[src/rtl/clk_div_pkg.sv]
// Shared constants and elaboration-time helpers for the multi-channel divider.
package clk_div_pkg;

  localparam logic MODE_SQUARE = 1'b0;
  localparam logic MODE_PULSE  = 1'b1;

  // Divisor that yields out_hz from board_hz; square mode toggles twice per period.
  function automatic int unsigned div_for_hz(input int unsigned board_hz,
                                             input int unsigned out_hz,
                                             input logic        mode);
    if (out_hz == 0) return 0;
    return (mode == MODE_PULSE) ? board_hz / out_hz : board_hz / (32'd2 * out_hz);
  endfunction

endpackage

[src/rtl/clk_div_chan.sv]
// One divider channel: counter, active/pending config shadow, event and output logic.
module clk_div_chan
  import clk_div_pkg::*;
#(
  parameter int          CNT_W        = 24,
  parameter int unsigned DEFAULT_DIV  = 100000,
  parameter bit          DEFAULT_MODE = 1'b0
) (
  input  logic             clk_in,
  input  logic             reset_n,
  input  logic             en_i,
  input  logic             clr_i,
  input  logic             we_i,
  input  logic [CNT_W-1:0] div_i,
  input  logic             mode_i,
  output logic             clk_o,
  output logic             tick_o,
  output logic             pend_o
);

  logic [CNT_W-1:0] cnt_q, cnt_d;
  logic [CNT_W-1:0] act_div_q, act_div_d, pnd_div_q, pnd_div_d;
  logic             act_mode_q, act_mode_d, pnd_mode_q, pnd_mode_d;
  logic             pend_q, pend_d, clk_q, clk_d, tick_q, tick_d;
  logic             idle, evt, apply, mode_chg;

  // A stopped or disabled channel is idle; the period event fires on the last count.
  always_comb begin
    idle     = !en_i || (act_div_q == '0);
    evt      = !idle && (cnt_q == act_div_q - CNT_W'(1));
    apply    = clr_i || idle || evt;
    mode_chg = apply && (pnd_mode_q != act_mode_q);
  end

  // Next-state: shadow config transfer, then counter/output update by precedence.
  always_comb begin
    cnt_d      = cnt_q;
    act_div_d  = act_div_q;
    act_mode_d = act_mode_q;
    pnd_div_d  = pnd_div_q;
    pnd_mode_d = pnd_mode_q;
    pend_d     = pend_q;
    clk_d      = clk_q;
    tick_d     = 1'b0;

    // Apply uses the pending value from before this edge; a same-edge write stays pending.
    if (apply) begin
      act_div_d  = pnd_div_q;
      act_mode_d = pnd_mode_q;
      pend_d     = 1'b0;
    end
    if (we_i) begin
      pnd_div_d  = div_i;
      pnd_mode_d = mode_i;
      pend_d     = 1'b1;
    end

    if (clr_i || idle) begin
      cnt_d = '0;
      clk_d = 1'b0;
    end else if (evt) begin
      cnt_d  = '0;
      tick_d = 1'b1;
      if (mode_chg)                     clk_d = 1'b0;
      else if (act_mode_q == MODE_PULSE) clk_d = 1'b1;
      else                              clk_d = ~clk_q;
    end else begin
      cnt_d = cnt_q + CNT_W'(1);
      if (act_mode_q == MODE_PULSE) clk_d = 1'b0;
    end
  end

  // State registers; reset drops outputs immediately and restores defaults.
  always_ff @(posedge clk_in or negedge reset_n) begin
    if (!reset_n) begin
      cnt_q      <= '0;
      act_div_q  <= CNT_W'(DEFAULT_DIV);
      pnd_div_q  <= CNT_W'(DEFAULT_DIV);
      act_mode_q <= DEFAULT_MODE;
      pnd_mode_q <= DEFAULT_MODE;
      pend_q     <= 1'b0;
      clk_q      <= 1'b0;
      tick_q     <= 1'b0;
    end else begin
      cnt_q      <= cnt_d;
      act_div_q  <= act_div_d;
      pnd_div_q  <= pnd_div_d;
      act_mode_q <= act_mode_d;
      pnd_mode_q <= pnd_mode_d;
      pend_q     <= pend_d;
      clk_q      <= clk_d;
      tick_q     <= tick_d;
    end
  end

  assign clk_o  = clk_q;
  assign tick_o = tick_q;
  assign pend_o = pend_q;

endmodule

[src/rtl/clk_div_multi.sv]
// Multi-channel programmable clock/tick divider: config decode plus NUM_CH channels.
module clk_div_multi
  import clk_div_pkg::*;
#(
  parameter int          NUM_CH       = 4,
  parameter int          CNT_W        = 24,
  parameter int unsigned DEFAULT_DIV  = div_for_hz(100_000_000, 500, MODE_SQUARE),
  parameter bit          DEFAULT_MODE = MODE_SQUARE
) (
  input  logic                                        clk_in,
  input  logic                                        reset_n,
  input  logic [NUM_CH-1:0]                           enable,
  input  logic                                        cfg_we,
  input  logic [$clog2(NUM_CH > 1 ? NUM_CH : 2)-1:0]  cfg_ch,
  input  logic [CNT_W-1:0]                            cfg_div,
  input  logic                                        cfg_mode,
  input  logic                                        sync_clr,
  output logic [NUM_CH-1:0]                           clk_out,
  output logic [NUM_CH-1:0]                           tick,
  output logic [NUM_CH-1:0]                           cfg_pending
);

  logic              cfg_ok;
  logic [NUM_CH-1:0] ch_we;

  // Writes to a channel index beyond NUM_CH are dropped.
  assign cfg_ok = cfg_we && (int'(cfg_ch) < NUM_CH);

  for (genvar i = 0; i < NUM_CH; i++) begin : g_ch
    assign ch_we[i] = cfg_ok && (int'(cfg_ch) == i);

    clk_div_chan #(
      .CNT_W       (CNT_W),
      .DEFAULT_DIV (DEFAULT_DIV),
      .DEFAULT_MODE(DEFAULT_MODE)
    ) u_chan (
      .clk_in (clk_in),
      .reset_n(reset_n),
      .en_i   (enable[i]),
      .clr_i  (sync_clr),
      .we_i   (ch_we[i]),
      .div_i  (cfg_div),
      .mode_i (cfg_mode),
      .clk_o  (clk_out[i]),
      .tick_o (tick[i]),
      .pend_o (cfg_pending[i])
    );
  end

endmodule

[config.mk]
export PLATFORM = sky130hd
export DESIGN_NAME = clk_div_multi
export DESIGN_NICKNAME = d
export VERILOG_FILES = /design/src/rtl/clk_div_pkg.sv /design/src/rtl/clk_div_chan.sv /design/src/rtl/clk_div_multi.sv
export SDC_FILE = /design/constraint.sdc
export NUM_CORES = 1
export LEC_CHECK = 0
export ABC_AREA = 1
export BUFFER_PORTS_ARGS = -buffer_cell sky130_fd_sc_hd__buf_2
export CAP_MARGIN = 20
export CORE_MARGIN = 10
export CORE_UTILIZATION = 60
export CTS_CLUSTER_SIZE = 30
export DETAILED_ROUTE_END_ITERATION = 10
export PLACE_DENSITY = 0.77
export SETUP_SLACK_MARGIN = 0.1
export SYNTH_ARGS = -nofsm -noshare
export SYNTH_HDL_FRONTEND = slang
export SYNTH_SLANG_ARGS = --single-unit
export TNS_END_PERCENT = 100
[constraint.sdc]
create_clock -name clk_in -period 5.8 [get_ports clk_in]
set_clock_uncertainty 0.05 [all_clocks]
set_input_delay 0.58 -clock clk_in [delete_from_list [all_inputs] [get_ports clk_in]]
set_output_delay 0.58 -clock clk_in [all_outputs]
set_load 0.1 [all_outputs]
# Yosys cells after proc, flatten, opt, wreduce, memory -nomap -nowiden
# Index checks and enable logic that the tools add are counted.
[word_totals]
romBits = 0
ramBits = 0
memories = 0
word_cells = 144
reg_bits = 308
out_inout_bits = 12
latch_bits = 0
[classes]
n_bitwise = 4
n_shift = 0
n_mul = 0
n_eq_ne = 11
muxes = 44
div = 0
addsub = 8
n_reduce_logical = 45
n_lt_le_gt_ge = 0
[op_table]
columns = ["cell", "count"]
rows = [
  ["24-bit two-way mux", 8],
  ["24-bit by 1-bit adder with 24-bit output (second input constant)", 4],
  ["24-bit equality test", 4],
  ["24-bit zero test", 4],
  ["24-bit by 1-bit subtractor with 24-bit output (second input constant)", 4],
  ["1-bit two-way mux", 36],
  ["1-bit logical AND", 12],
  ["1-bit logical OR", 12],
  ["3-bit nonzero test", 4],
  ["1-bit zero test", 8],
  ["2-bit nonzero test", 4],
  ["2-bit equality test (second input constant)", 2],
  ["1-bit != test", 4],
  ["1-bit NOT", 4],
  ["2-bit by 1-bit equality test with 1-bit output (second input constant)", 1],
  ["2-bit zero test", 1],
]

# Depth between registers and ports, before layout
# Gate-level depths: netlist (run 1).
[logic_depth]
word_depth = 9
mapped_depth = 18
depth_no_buf = 17

# Modules after synthesis
# Synthesis (run 1) repeated with hierarchy kept, for this count alone.
[hier_totals]
hier_cells = 2425
hier_area_um2 = 18148.7
[modules_own_cells]
columns = ["mod", "n_inst", "area_per_inst_um2", "cells_per_inst"]
rows = [
  ["clk_div_chan at g_ch[0].u_chan ...", 3, 4563.1, 610],
  ["clk_div_chan at g_ch[3].u_chan", 1, 4429.2, 587],
  ["clk_div_multi", 1, 30.0, 8],
]

# Least setup slack after synthesis (run 1)
# Ideal clock, no wire load.
[synth_path]
kind = "register to register"
from = "register g_ch[2].u_chan.act_div_q[0]"
to = "register g_ch[2].u_chan.cnt_q[13]"
arrival_time_ps = 2114
path_stages_with_launch = 15
setup_slack_ps = 3516
setup_ps = 120
path_cell_list = "dfrtp_1 > inv_1 > ha_1 > nand2_2 > nor2_4 > nand2_1 > xor2_1 > a21boi_1 > nand2_1 > nor2_1 > nand4_1 > nand2_1 > buf_4 > buf_4 > nor2_1"
[synth_via]
elab_chain_len = 6
elab_cells_between_ends = 9
classes_between = "add/sub (1); eq/ne (1); mux (2); reduce/logical (5)"
[synth_rtl]
columns = ["element", "line_no", "rtl"]
rows = [
  ["start: declaration", "clk_div_chan.sv:22", "logic [CNT_W-1:0] act_div_q, act_div_d, pnd_div_q, pnd_div_d;"],
  ["start signal: assignment", "clk_div_chan.sv:77", "act_div_q <= CNT_W'(DEFAULT_DIV);"],
  ["start signal: assignment", "clk_div_chan.sv:86", "act_div_q <= act_div_d;"],
  ["parallel branches: the longest is 5 deep, another holds 24-bit by 1-bit subtractor with 24-bit output", "n/a", ""],
  ["24-bit two-way mux *", "clk_div_chan.sv:58", "if (clr_i || idle) begin"],
  ["named net g_ch[2].u_chan.cnt_d[13]", "clk_div_chan.sv:21", "logic [CNT_W-1:0] cnt_q, cnt_d;"],
  ["end signal: assignment", "clk_div_chan.sv:85", "cnt_q <= cnt_d;"],
  ["end: declaration", "clk_div_chan.sv:21", ""],
]
# Mark *: on every way through the listed nets, which the timed path passes.
# A chain may end at the register's enable or synchronous reset.

# Worst setup path in the final report (run 1)
[layout_path]
from = "register g_ch[3].u_chan.act_div_q[0]"
to = "register g_ch[3].u_chan.act_div_q[18]"
[layout_via]
elab_chain_len = 5
elab_cells_between_ends = 8
classes_between = "add/sub (1); eq/ne (1); reduce/logical (6)"
[layout_rtl]
columns = ["element", "line_no", "rtl"]
rows = [
  ["start: declaration", "clk_div_chan.sv:22", ""],
  ["start signal: assignment", "clk_div_chan.sv:77", ""],
  ["start signal: assignment", "clk_div_chan.sv:86", ""],
  ["parallel branches: the longest is 4 deep, another holds 24-bit by 1-bit subtractor with 24-bit output", "n/a", ""],
  ["1-bit logical OR *", "clk_div_chan.sv:31", "apply = clr_i || idle || evt;"],
]
# Every way passes the cells marked *.

==> results of run 1 <==
-- state kept, by name, summed over array words and instances, names as in the netlist --
signal	count
g_ch.u_chan.clk_o	4
g_ch.u_chan.pnd_mode_q	4
g_ch.u_chan.pend_o	4
g_ch.u_chan.cnt_q	96
g_ch.u_chan.pnd_div_q	96
g_ch.u_chan.act_div_q	96
g_ch.u_chan.act_mode_q	4
g_ch.u_chan.tick_o	4
-- cell families after synthesis --
logic type / count (synthesis)
compound gates: 178
xor+xnor: 196
fa+ha+maj: 12
buf+inv: 276
flops: 308
simple gates: 1276
-- worst reg2reg max path, stage by stage, from the launching register on --
cell	delay [ns]
dfrtp_1	0.40
inv_1	0.14
ha_1	0.28
nand2_2	0.12
nor2_2	0.16
nand2_1	0.10
inv_1	0.09
nand2_1	0.05
nand2_1	0.08
nand2_1	0.05
nand2_1	0.07
nand3_1	0.07
nor2_1	0.18
nand4_2	0.54
nand2_4	0.74
nand2_1	0.11
o21ai_1	0.09
-- path summary, 6_finish.rpt --
| path | from | end | slack, ns | cells after the start |
|---|---|---|---|---|
| max in group asynchronous | reset_n | g_ch[3].u_chan.cnt_q[23] | 4.40 | 2 |
| worst max register to register | g_ch[3].u_chan.act_div_q[0] | g_ch[3].u_chan.act_div_q[18] | 2.37 | 16 |
| worst max-delay path | g_ch[3].u_chan.act_div_q[0] | g_ch[3].u_chan.act_div_q[18] | 2.37 | 16 |
| min in group clk_in | cfg_div[20] | g_ch[2].u_chan.pnd_div_q[20] | 0.40 | 3 |
| worst min-delay path | reset_n | g_ch[1].u_chan.tick_o | 0.06 | 1 |
| worst min register to register | g_ch[2].u_chan.pnd_div_q[5] | g_ch[2].u_chan.act_div_q[5] | 0.41 | 2 |
-- cell type report --
| cell class | count | area, sq um | share of cell area |
|---|---|---|---|
| Inverter | 207 | 777 | 0.0409 |
| Multi-Input combinational cell | 1662 | 8530 | 0.449 |
| Tap cell | 384 | 480 | 0.0253 |
| Clock buffer | 47 | 951 | 0.0501 |
| Sequential cell | 308 | 7770 | 0.409 |
| Clock inverter | 14 | 165 | 0.00870 |
| Timing Repair Buffer | 55 | 320 | 0.0169 |
-- metal layers --
metal	track usage	wire length [um]	share of wire	vias to the layer above
met2	0.366	19000	0.45	412
met1	0.327	19500	0.46	6754
met3	0.0461	2940	0.069	81
met4	0.0757	1080	0.025	0
li1	-	-	-	7133
met5	0.0151	0	0	-
-- power groups by stage --
stage               registers, W  clock network (W)  logic, W
global route             0.00270            0.00230   0.00145
finish                   0.00267            0.00217   0.00126
global placement         0.00271                  0   0.00122
floorplan                0.00262                  0  0.000990
detailed placement       0.00271                  0   0.00125
CTS                      0.00267            0.00222   0.00126
-- cell usage in the layout, fill, tap and decap left out, drive strengths merged, types with 8 or more instances in the layout --
cell type  count
buf           55
a21oi          9
nand2        673
nor4          13
nand3        124
clkbuf        47
dfstp         48
dfrtp        260
xor2         104
nor2         334
inv          207
nand4         53
nor3          38
o21ai        158
xnor2         88
ha            12
or2            8
nand3b        24
-- through the flow --
| stage | setup slack, ns | cell area (sq um) | util | power (W) |
|---|---|---|---|---|
| 2_1_floorplan | 3.52 | 17500 | - | 0.00361 |
| 3_3_place_gp | 2.50 | 17900 | 0.621 | 0.00393 |
| 5_1_grt | 1.94 | 19000 | 0.660 | 0.00646 |
| 6_report | 2.37 | 19000 | 0.660 | 0.00611 |
| 3_5_place_dp | 2.40 | 17900 | 0.621 | 0.00396 |
| 4_1_cts | 2.38 | 19000 | 0.660 | 0.00615 |
==> flow_metrics.env, run 1 <==
export IMPL_ys_seq_elements=308
export IMPL_final_hold_violation_count=0
export IMPL_cts_buffers=34
export IMPL_max_clock_freq_mhz=292
export IMPL_initial_core_util=0.608
export IMPL_clk_insertion_delay_late_ns=0.51
export IMPL_post_route_drc_count=0
export IMPL_drt_iter0_markers=1209
export IMPL_synth_edf_count=0
export IMPL_hold_buffers=0
export IMPL_startpoint_type="flop"
export IMPL_grt_pass1_wl_um=70500
export IMPL_postCtsSetupRepairBufs=0
export IMPL_clock_sinks=308
export IMPL_synth_main_ff_cell="dfrtp_1"
export IMPL_via_count=14400
export IMPL_synth_mux_area_frac=0
export IMPL_slew_headroom=0.371
export IMPL_pwr_share_comb=0.207
export IMPL_syn_cell_area_sq_um=17500
export IMPL_yosys_top_cells_count="639 x nand2_1, 301 x nor2_1, 260 x dfrtp_1"
export IMPL_syn_nets=2293
export IMPL_drive_above_1_share=0.115
export IMPL_synth_compound_area_share=0.0577
export IMPL_min_path_type="in2async"
export IMPL_fin_cells=2677
export IMPL_worstPathRequired_ns=6.18
export IMPL_grt_pass1_vias=14000
export IMPL_setup_viol=0
export IMPL_p_leak_nw=9.01
export IMPL_status="complete, no violations"
export IMPL_synth_top_family_by_area="simple AND/OR/NAND/NOR gates"
export IMPL_coreArea_sq_um=28800
export IMPL_period_minus_slack_ns=3.43
export IMPL_layout_nets=2315
export IMPL_wl_per_cell_um=15.9
export IMPL_power_share_sequential=0.438
export IMPL_synth_most_common_cell="nand2_1"
export IMPL_clkTransAtPathRegs_ns=0.06
export IMPL_p_clk_frac=0.355
export IMPL_critPathMaxFanout=55
export IMPL_synthSimpleGateAreaFrac=0.319
export IMPL_grt_start_max_net_pins=133
export IMPL_period_share=0.591
export IMPL_numPortBuffers=46
export IMPL_antenna_cells=0
export IMPL_place_gp_congestion=0.995
export IMPL_die_w_um=191
export IMPL_ir_drop_uv=287
export IMPL_path_delay_family="simple AND/OR/NAND/NOR gates"
export IMPL_cts_buffer_depth=3
export IMPL_maxCapViolCount=0
export IMPL_slew_viol_final=0
export IMPL_n_fill_cell=2472
export IMPL_fp_dieH_um=191
export IMPL_cts_tree="yes"
export IMPL_synth_area_per_cell_sq_um=7.79
export IMPL_cts_root_buf="clkbuf_16"
export IMPL_rsz0062_at_grt="false"
export IMPL_fin_setup_tns_ns=0
export IMPL_worstSetupPathType="reg2reg"
export IMPL_async_flop_share=1.00
export IMPL_cts_max_level=2
export IMPL_synth_seq_area_share=0.444
export IMPL_grt_usage=0.237
export IMPL_synthAdderAreaFrac=0.00858
export IMPL_ios=47
export IMPL_crit_slowest_cell="nand2_4"
export IMPL_synthXorXnorAreaFrac=0.101
export IMPL_ys_types=51
export IMPL_drtAntennaViolNets=0
export IMPL_path_common_cell="nand2_1"
export IMPL_grt_ovfl_total=0
export IMPL_netlist_area_leader_share=0.372
export IMPL_cp_num_buf_inv=2
export IMPL_cpPeakStageDelay_ns=0.73
export IMPL_cts_resized=0
export IMPL_synth_largest_area_cell="dfrtp_1"
export IMPL_end_kind="flop"
export IMPL_netlist_instances=2246
export IMPL_avgViaCountPerCell=5.37
export IMPL_p_int_w=0.00417
export IMPL_num_rows=62
export IMPL_yosysWarnings=0
export IMPL_antenna_found_initial=0
export IMPL_synth_area_top_cells="dfrtp_1 37%, nand2_1 14%, dfstp_2 7.2%"
export IMPL_routed_wl_um=42500
export IMPL_p_switching_w=0.00194
export IMPL_dieArea_sq_um=36400
export IMPL_firstDrtPassIters=5
export IMPL_tightest_slew_ns=0.944
export IMPL_p_sw_frac=0.317
export IMPL_area_growth_pct=8.53
export IMPL_cp_data_arrival_time_ns=3.80
export IMPL_place_inst=2616
export IMPL_whs_ns=0.0606
export IMPL_worstPathCellList="inv_1, ha_1, nand2_2, nor2_2, nand2_1, inv_1, nand2_1, nand2_1, nand2_1, nand2_1, nand3_1, nor2_1, nand4_2, nand2_4, nand2_1, o21ai_1"
export IMPL_hpwl_um=31600
export IMPL_p_per_area_nw_per_um2=322
No activity file was read; power rests on OpenSTA's default activity.
==> run 2, diff against run 1 <==
--- a/config.mk
+++ b/config.mk
@@ -9,7 +9,7 @@
 export BUFFER_PORTS_ARGS = -buffer_cell sky130_fd_sc_hd__buf_2
 export CAP_MARGIN = 20
 export CORE_MARGIN = 10
-export CORE_UTILIZATION = 60
+export CORE_UTILIZATION = 57
 export CTS_CLUSTER_SIZE = 30
 export DETAILED_ROUTE_END_ITERATION = 10
 export PLACE_DENSITY = 0.77
==> constraint.sdc (replaced) <==
create_clock -name clk_in -period 2.96 [get_ports clk_in]
set_clock_uncertainty 0.05 [all_clocks]
set_input_delay 0.296 -clock clk_in [delete_from_list [all_inputs] [get_ports clk_in]]
set_output_delay 0.296 -clock clk_in [all_outputs]
set_load 0.1 [all_outputs]
==> run 2 against run 1 <==
Cell count up 1.2%; count of clock-buffer cells in the layout is the same; register-to-register slack lost 2.0 ns; critical endpoint is now g_ch[1].u_chan.act_div_q[19]; routed wire length grew 5.7%.
==> flow_metrics.env, run 2 (synthesis gave the netlist of run 1 again) <==
export IMPL_status="complete, no violations"
export IMPL_end_kind="flop"
export IMPL_worstSetupPathType="reg2reg"
export IMPL_grt_ovfl_total=0
export IMPL_reg_top3="g_ch.u_chan.act_div_q (96), g_ch.u_chan.cnt_q (96), g_ch.u_chan.pnd_div_q (96)"
export IMPL_grt_usage=0.235
export IMPL_hpwl_um=33300
export IMPL_p_per_area_nw_per_um2=628
export IMPL_firstDrtPassIters=5
export IMPL_cp_num_buf_inv=3
export IMPL_wl_per_cell_um=16.6
export IMPL_clk_insertion_delay_late_ns=0.52
export IMPL_via_count=14700
export IMPL_max_clock_freq_mhz=382
export IMPL_tightest_slew_ns=0.918
export IMPL_drive_above_1_share=0.126
export IMPL_clkTransAtPathRegs_ns=0.06
export IMPL_antenna_found_initial=1
export IMPL_cts_max_level=2
export IMPL_ios=47
export IMPL_layout_commonest_cell="nand2_1"
export IMPL_clock_sinks=308
export IMPL_holdCritStartpoint="enable[0]"
export IMPL_num_rows=64
export IMPL_die_w_um=195
export IMPL_coreArea_sq_um=30400
export IMPL_period_minus_slack_ns=2.62
export IMPL_grt_pass1_vias=14500
export IMPL_n_fill_cell=2617
export IMPL_r2r_start="g_ch[1].u_chan.act_div_q[0]"
export IMPL_startpoint_type="flop"
export IMPL_worstPathRequired_ns=3.29
export IMPL_min_path_type="in2reg"
export IMPL_dieArea_sq_um=38100
export IMPL_path_common_cell="nand2_1"
export IMPL_crit_slowest_cell="dfrtp_1"
export IMPL_cts_buffers=34
export IMPL_routed_wl_um=45000
export IMPL_post_route_drc_count=0
export IMPL_path_delay_family="simple AND/OR/NAND/NOR gates"
export IMPL_gr_usage_met3=0.0397
export IMPL_fp_dieH_um=195
export IMPL_grt_pass1_wl_um=74500
export IMPL_grtUsageMet2=0.388
export IMPL_place_gp_congestion=0.975
export IMPL_rsz0062_at_grt="false"
export IMPL_power_w=0.0122
export IMPL_setup_viol=0
export IMPL_cpPeakStageDelay_ns=0.37
export IMPL_final_hold_violation_count=0
export IMPL_final_cell_mix="639 x nand2_1, 300 x nor2_1, 260 x dfrtp_1, 202 x inv_1, 126 x o21ai_0"
export IMPL_maxCapViolCount=0
export IMPL_antenna_cells=0
export IMPL_drt_iter0_markers=1204
export IMPL_cts_root_buf="clkbuf_16"
export IMPL_fin_setup_tns_ns=0
export IMPL_slew_viol_final=0
export IMPL_p_leak_nw=9.19
export IMPL_busiest_layer="met2"
export IMPL_initial_core_util=0.575
export IMPL_grt_start_max_net_pins=97
export IMPL_layout_nets=2335
export IMPL_gr_usage_met1=0.315
export IMPL_critPathMaxFanout=26
export IMPL_multiInputGateArea_sq_um=8580
export IMPL_period_share=0.884
export IMPL_slew_headroom=0.388
export IMPL_ir_drop_uv=468
export IMPL_worstPathCellList="inv_1, ha_2, nand2_2, nor2_8, nand2_1, nand2_1, nand2_1, clkinv_1, nand2_1, nor3_1, nand3_2, nand3b_4, clkbuf_16, o21ai_0"
export IMPL_avgViaCountPerCell=5.41
export IMPL_cts_tree="yes"
export IMPL_drtAntennaViolNets=0
export IMPL_numPortBuffers=46
export IMPL_ff_latch_area_sq_um=7770
export IMPL_area_growth_pct=10.6
export IMPL_crit_start="g_ch[1].u_chan.act_div_q[0]"
export IMPL_cts_buffer_depth=3
export IMPL_cp_data_arrival_time_ns=2.95
==> run 2: final cells by class <==
| class | instances | share of cell area |
|---|---|---|
| clock inverter | 14 | 0.00827 |
| tap | 396 | 0.0256 |
| multi-input combinational | 1663 | 0.443 |
| sequential | 308 | 0.401 |
| inverter | 207 | 0.0401 |
| timing repair buffer | 74 | 0.0308 |
| clock buffer | 47 | 0.0507 |
==> run 2: per-layer routing <==
layer  part of all wire  wire, um
met1               0.44     20000
met5                  0         0
met2               0.47     21200
met3              0.065      2920
met4              0.021       922
==> run 2: path summary, 6_finish.rpt <==
check	endpoint	slack (ns)	cells after the start
worst max register to register	g_ch[1].u_chan.act_div_q[19]	0.34	14
max in group asynchronous	g_ch[2].u_chan.pnd_div_q[15]	1.57	3
worst max-delay path	g_ch[1].u_chan.act_div_q[19]	0.34	14
min in group asynchronous	g_ch[1].u_chan.cnt_q[20]	0.33	2
worst min register to register	g_ch[3].u_chan.act_div_q[7]	0.42	2
worst min-delay path	g_ch[0].u_chan.tick_o	0.09	5
==> run 2: worst register-to-register path: stages, from the launching register on <==
cell and delay (ns):
dfrtp_1 0.37, inv_1 0.15, ha_2 0.26, nand2_2 0.13
nor2_8 0.22, nand2_1 0.11, nand2_1 0.11, nand2_1 0.07
clkinv_1 0.05, nand2_1 0.05, nor3_1 0.24, nand3_2 0.16
nand3b_4 0.22, clkbuf_16 0.24, o21ai_0 0.09
==> run 2: metrics by stage <==
step / setup slack (ns) / hold WS [ns] / area [sq um] / std cells / utilization
floorplan: 0.676 / -0.0496 / 17500 / 2246 / -
CTS: 0.253 / 0.0711 / 19200 / 2700 / 0.632
detailed placement: 0.304 / 0.340 / 18100 / 2638 / 0.594
global route: 0.105 / 0.103 / 19400 / 2709 / 0.636
global placement: 0.294 / 0.334 / 18100 / 2638 / 0.594
finish: 0.342 / 0.0897 / 19400 / 2709 / 0.636
==> run 2: repair_timing <==
item	CTS	global route
resized for setup	0	9
buffers inserted	0	6
hold endpoints to repair	78	0
endpoints found under the setup margin	0	93
hold buffers	1	0
==> run 2: power breakdown <==
part | switching [W] | leakage [nW] | internal (W) | total (W)
clock | 0.00172 | 0.557 | 0.00259 | 0.00432
combinational | 0.00163 | 4.72 | 0.000936 | 0.00257
sequential | 0.000517 | 3.91 | 0.00475 | 0.00527
total | 0.00387 | 9.19 | 0.00828 | 0.0122
==> run 3, diff against run 2 <==
--- a/config.mk
+++ b/config.mk
@@ -5,11 +5,11 @@
 export SDC_FILE = /design/constraint.sdc
 export NUM_CORES = 1
 export LEC_CHECK = 0
-export ABC_AREA = 1
 export BUFFER_PORTS_ARGS = -buffer_cell sky130_fd_sc_hd__buf_2
 export CAP_MARGIN = 20
 export CORE_MARGIN = 10
 export CORE_UTILIZATION = 57
+export CTS_BUF_LIST = sky130_fd_sc_hd__clkbuf_8 sky130_fd_sc_hd__clkbuf_16
 export CTS_CLUSTER_SIZE = 30
 export DETAILED_ROUTE_END_ITERATION = 10
 export PLACE_DENSITY = 0.77
==> run 3 against run 2 <==
The flow now finishes with violations (setup timing); combinational power up 47%; via count down 5.3%; final area rose by 17%; sequential share of layout area down 5.7 points; utilization up 15 points; highest routed layer unchanged.
==> flow_metrics.env, run 3 <==
export IMPL_cts_buffer_depth=3
export IMPL_place_gp_congestion=0.942
export IMPL_synth_seq_area_share=0.467
export IMPL_coreArea_sq_um=28700
export IMPL_firstDrtPassIters=5
export IMPL_placed_cell_area_sq_um=18700
export IMPL_async_flop_share=1.00
export IMPL_netlist_instances=1573
export IMPL_area_growth_pct=35.8
export IMPL_p_int_w=0.00967
export IMPL_grt_pass1_vias=14000
export IMPL_dieArea_sq_um=36400
export IMPL_ys_types=75
export IMPL_tightest_slew_ns=0.672
export IMPL_layout_commonest_cell="dfrtp_1"
export IMPL_crit_slowest_cell="or4_4"
export IMPL_fin_setup_tns_ns=-17.06
export IMPL_status="finished with violations"
export IMPL_reg_top3="g_ch.u_chan.act_div_q (96), g_ch.u_chan.cnt_q (96), g_ch.u_chan.pnd_div_q (96)"
export IMPL_end_kind="flop"
export IMPL_initial_core_util=0.579
export IMPL_worstPathCellList="inv_2, ha_4, or3b_4, nor2_4, nand4b_1, a2111oi_4, nand4_1, or4_4, buf_12, nand2_8, mux2_4"
export IMPL_synth_area_per_cell_sq_um=10.6
export IMPL_stdcell_area_sq_um=22600
export IMPL_ir_drop_uv=426
export IMPL_crit_start="g_ch[3].u_chan.act_div_q[0]"
export IMPL_drive_above_1_share=0.441
export IMPL_critPathMaxFanout=7
export IMPL_hpwl_um=29600
export IMPL_synth_largest_area_cell="dfrtp_1"
export IMPL_synth_area_top_cells="dfrtp_1 39%, mux2_2 10%, dfstp_2 7.6%"
export IMPL_p_switching_w=0.00432
export IMPL_clk_insertion_delay_late_ns=0.54
export IMPL_whs_ns=0.0678
export IMPL_violations="setup timing"
export IMPL_path_delay_family="simple AND/OR/NAND/NOR gates"
export IMPL_die_w_um=191
export IMPL_via_count=13900
export IMPL_maxCapViolCount=0
export IMPL_power_share_sequential=0.394
export IMPL_drtAntennaViolNets=0
export IMPL_netlist_area_leader_share=0.392
export IMPL_startpoint_type="flop"
export IMPL_synth_edf_count=0
export IMPL_cpPeakStageDelay_ns=0.49
export IMPL_grt_ovfl_total=0
export IMPL_worstPathRequired_ns=3.33
export IMPL_grt_pass1_wl_um=77600
export IMPL_yosys_top_cells_count="260 x dfrtp_1, 153 x mux2_2, 143 x nor2_1"
export IMPL_cts_max_level=2
export IMPL_layout_nets=1861
export IMPL_layout_setup_ws_ns=-0.200
export IMPL_ys_seq_elements=308
export IMPL_routed_wl_um=51700
export IMPL_synth_most_common_cell="dfrtp_1"
export IMPL_avgViaCountPerCell=6.24
export IMPL_fp_dieH_um=191
export IMPL_holdCritStartpoint="cfg_div[4]"
export IMPL_p_sw_frac=0.309
export IMPL_rsz0062_at_grt="true"
export IMPL_p_clk_frac=0.337
export IMPL_cp_data_arrival_time_ns=3.53
export IMPL_p_per_area_nw_per_um2=620
export IMPL_worstSetupPathType="reg2reg"
export IMPL_clkTransAtPathRegs_ns=0.06
export IMPL_syn_nets=1620
export IMPL_cp_num_buf_inv=2
export IMPL_p_leak_nw=9.30
export IMPL_setup_viol=183
export IMPL_min_path_type="in2reg"
export IMPL_pwr_share_comb=0.269
export IMPL_cts_tree="yes"
export IMPL_yosysWarnings=0
export IMPL_slew_viol_final=0
export IMPL_final_cell_mix="258 x dfrtp_1, 171 x buf_4, 105 x xnor2_1, 103 x mux2_2, 92 x xor2_1"
export IMPL_fin_util=0.786
export IMPL_grt_usage=0.267
export IMPL_cts_buffers=34
export IMPL_clock_sinks=308
export IMPL_r2r_start="g_ch[3].u_chan.act_div_q[0]"
export IMPL_slew_headroom=0.552
export IMPL_period_share=1.07
export IMPL_numPortBuffers=46
export IMPL_num_rows=62
export IMPL_syn_cell_area_sq_um=16600
export IMPL_post_route_drc_count=0
export IMPL_ios=47
export IMPL_wl_per_cell_um=23.3
export IMPL_max_clock_freq_mhz=316
export IMPL_grt_start_max_net_pins=84
export IMPL_period_minus_slack_ns=3.16
export IMPL_drt_iter0_markers=1439
export IMPL_final_hold_violation_count=0
export IMPL_n_fill_cell=1582
export IMPL_antenna_found_initial=0
export IMPL_cts_root_buf="clkbuf_16"
export IMPL_synth_main_ff_cell="dfrtp_1"
## run 3: changes by cell type in the layout (fill, tap and decap cells not counted), moves of 27 or more
cell     previous run  this run
buf_4              17       171
mux2_2              0       103
inv_1             202        23
nand2_2            33         2
mux2_4              0        73
nand3_1           118        59
nand2_1           639        74
and2_1              1        28
nor2_1            300        87
o21ai_0           126        15
## run 3: what timing repair did
| item | in CTS | in global routing |
|---|---|---|
| buffers inserted | 30 | 20 |
| hold buffers | 1 | 0 |
| gates resized for setup | 188 | 173 |
| pin swaps | 61 | 58 |
| gates cloned | 16 | 6 |
| hold endpoints to repair | 69 | 0 |
| endpoints found under the setup margin | 203 | 205 |
## run 3: path summary, 6_finish.rpt
path	depth (start not counted)	end	slack (ns)
max reg2reg	11	g_ch[3].u_chan.act_div_q[17]	-0.20
max	11	g_ch[3].u_chan.act_div_q[17]	-0.20
min in group asynchronous	2	g_ch[3].u_chan.cnt_q[4]	0.33
min	2	g_ch[3].u_chan.pnd_div_q[4]	0.07
max in group asynchronous	3	g_ch[2].u_chan.pnd_div_q[16]	1.65
min reg2reg	1	g_ch[3].u_chan.act_div_q[20]	0.45
## run 3: area by class of cell
class | count | area (sq um) | share of cell area
clock buffer | 44 | 1010 | 0.0448
tap | 384 | 480 | 0.0213
sequential | 308 | 7770 | 0.344
inverter | 27 | 106 | 0.00471
timing repair buffer | 292 | 2900 | 0.128
clock inverter | 17 | 224 | 0.00992
multi-input combinational | 1151 | 10100 | 0.447
antenna | 1 | 2.50 | 0.000111
## run 3: logic make-up after synthesis
logic type               synth area share
adder cells (fa/ha/maj)           0.00904
XOR/XNOR                            0.105
AO/OA/AOI/OAI                      0.0674
flip-flops                          0.467
multiplexers                        0.126
AND/OR/NAND/NOR                     0.191
buffers and inverters              0.0337
## run 3: routing by layer
| metal | wire length, um | up-vias | share of wire | GRT usage |
|---|---|---|---|---|
| met3 | 2900 | 201 | 0.056 | 0.0351 |
| li1 | - | 6096 | - | - |
| met2 | 25400 | 603 | 0.49 | 0.442 |
| met5 | 0 | - | 0 | 0 |
| met4 | 3230 | 0 | 0.062 | 0.144 |
| met1 | 20200 | 6979 | 0.39 | 0.333 |
## run 3: power groups by stage
stage | combinational [W] | sequential (W) | clock [W]
final | 0.00377 | 0.00551 | 0.00471
after global routing | 0.00399 | 0.00557 | 0.00490
after CTS | 0.00343 | 0.00543 | 0.00468
after detailed placement | 0.00303 | 0.00544 | 0
after global placement | 0.00293 | 0.00540 | 0
after floorplan | 0.00194 | 0.00535 | 0
## run 3: per-stage QoR
stage / power [W] / cells / worst slack (ns)
floorplan: 0.00729 / 1573 / -0.260
global route: 0.0145 / 2223 / -0.391
detailed placement: 0.00847 / 2093 / -0.534
CTS: 0.0135 / 2200 / -0.143
global placement: 0.00832 / 2093 / -0.323
finish: 0.0140 / 2224 / -0.200
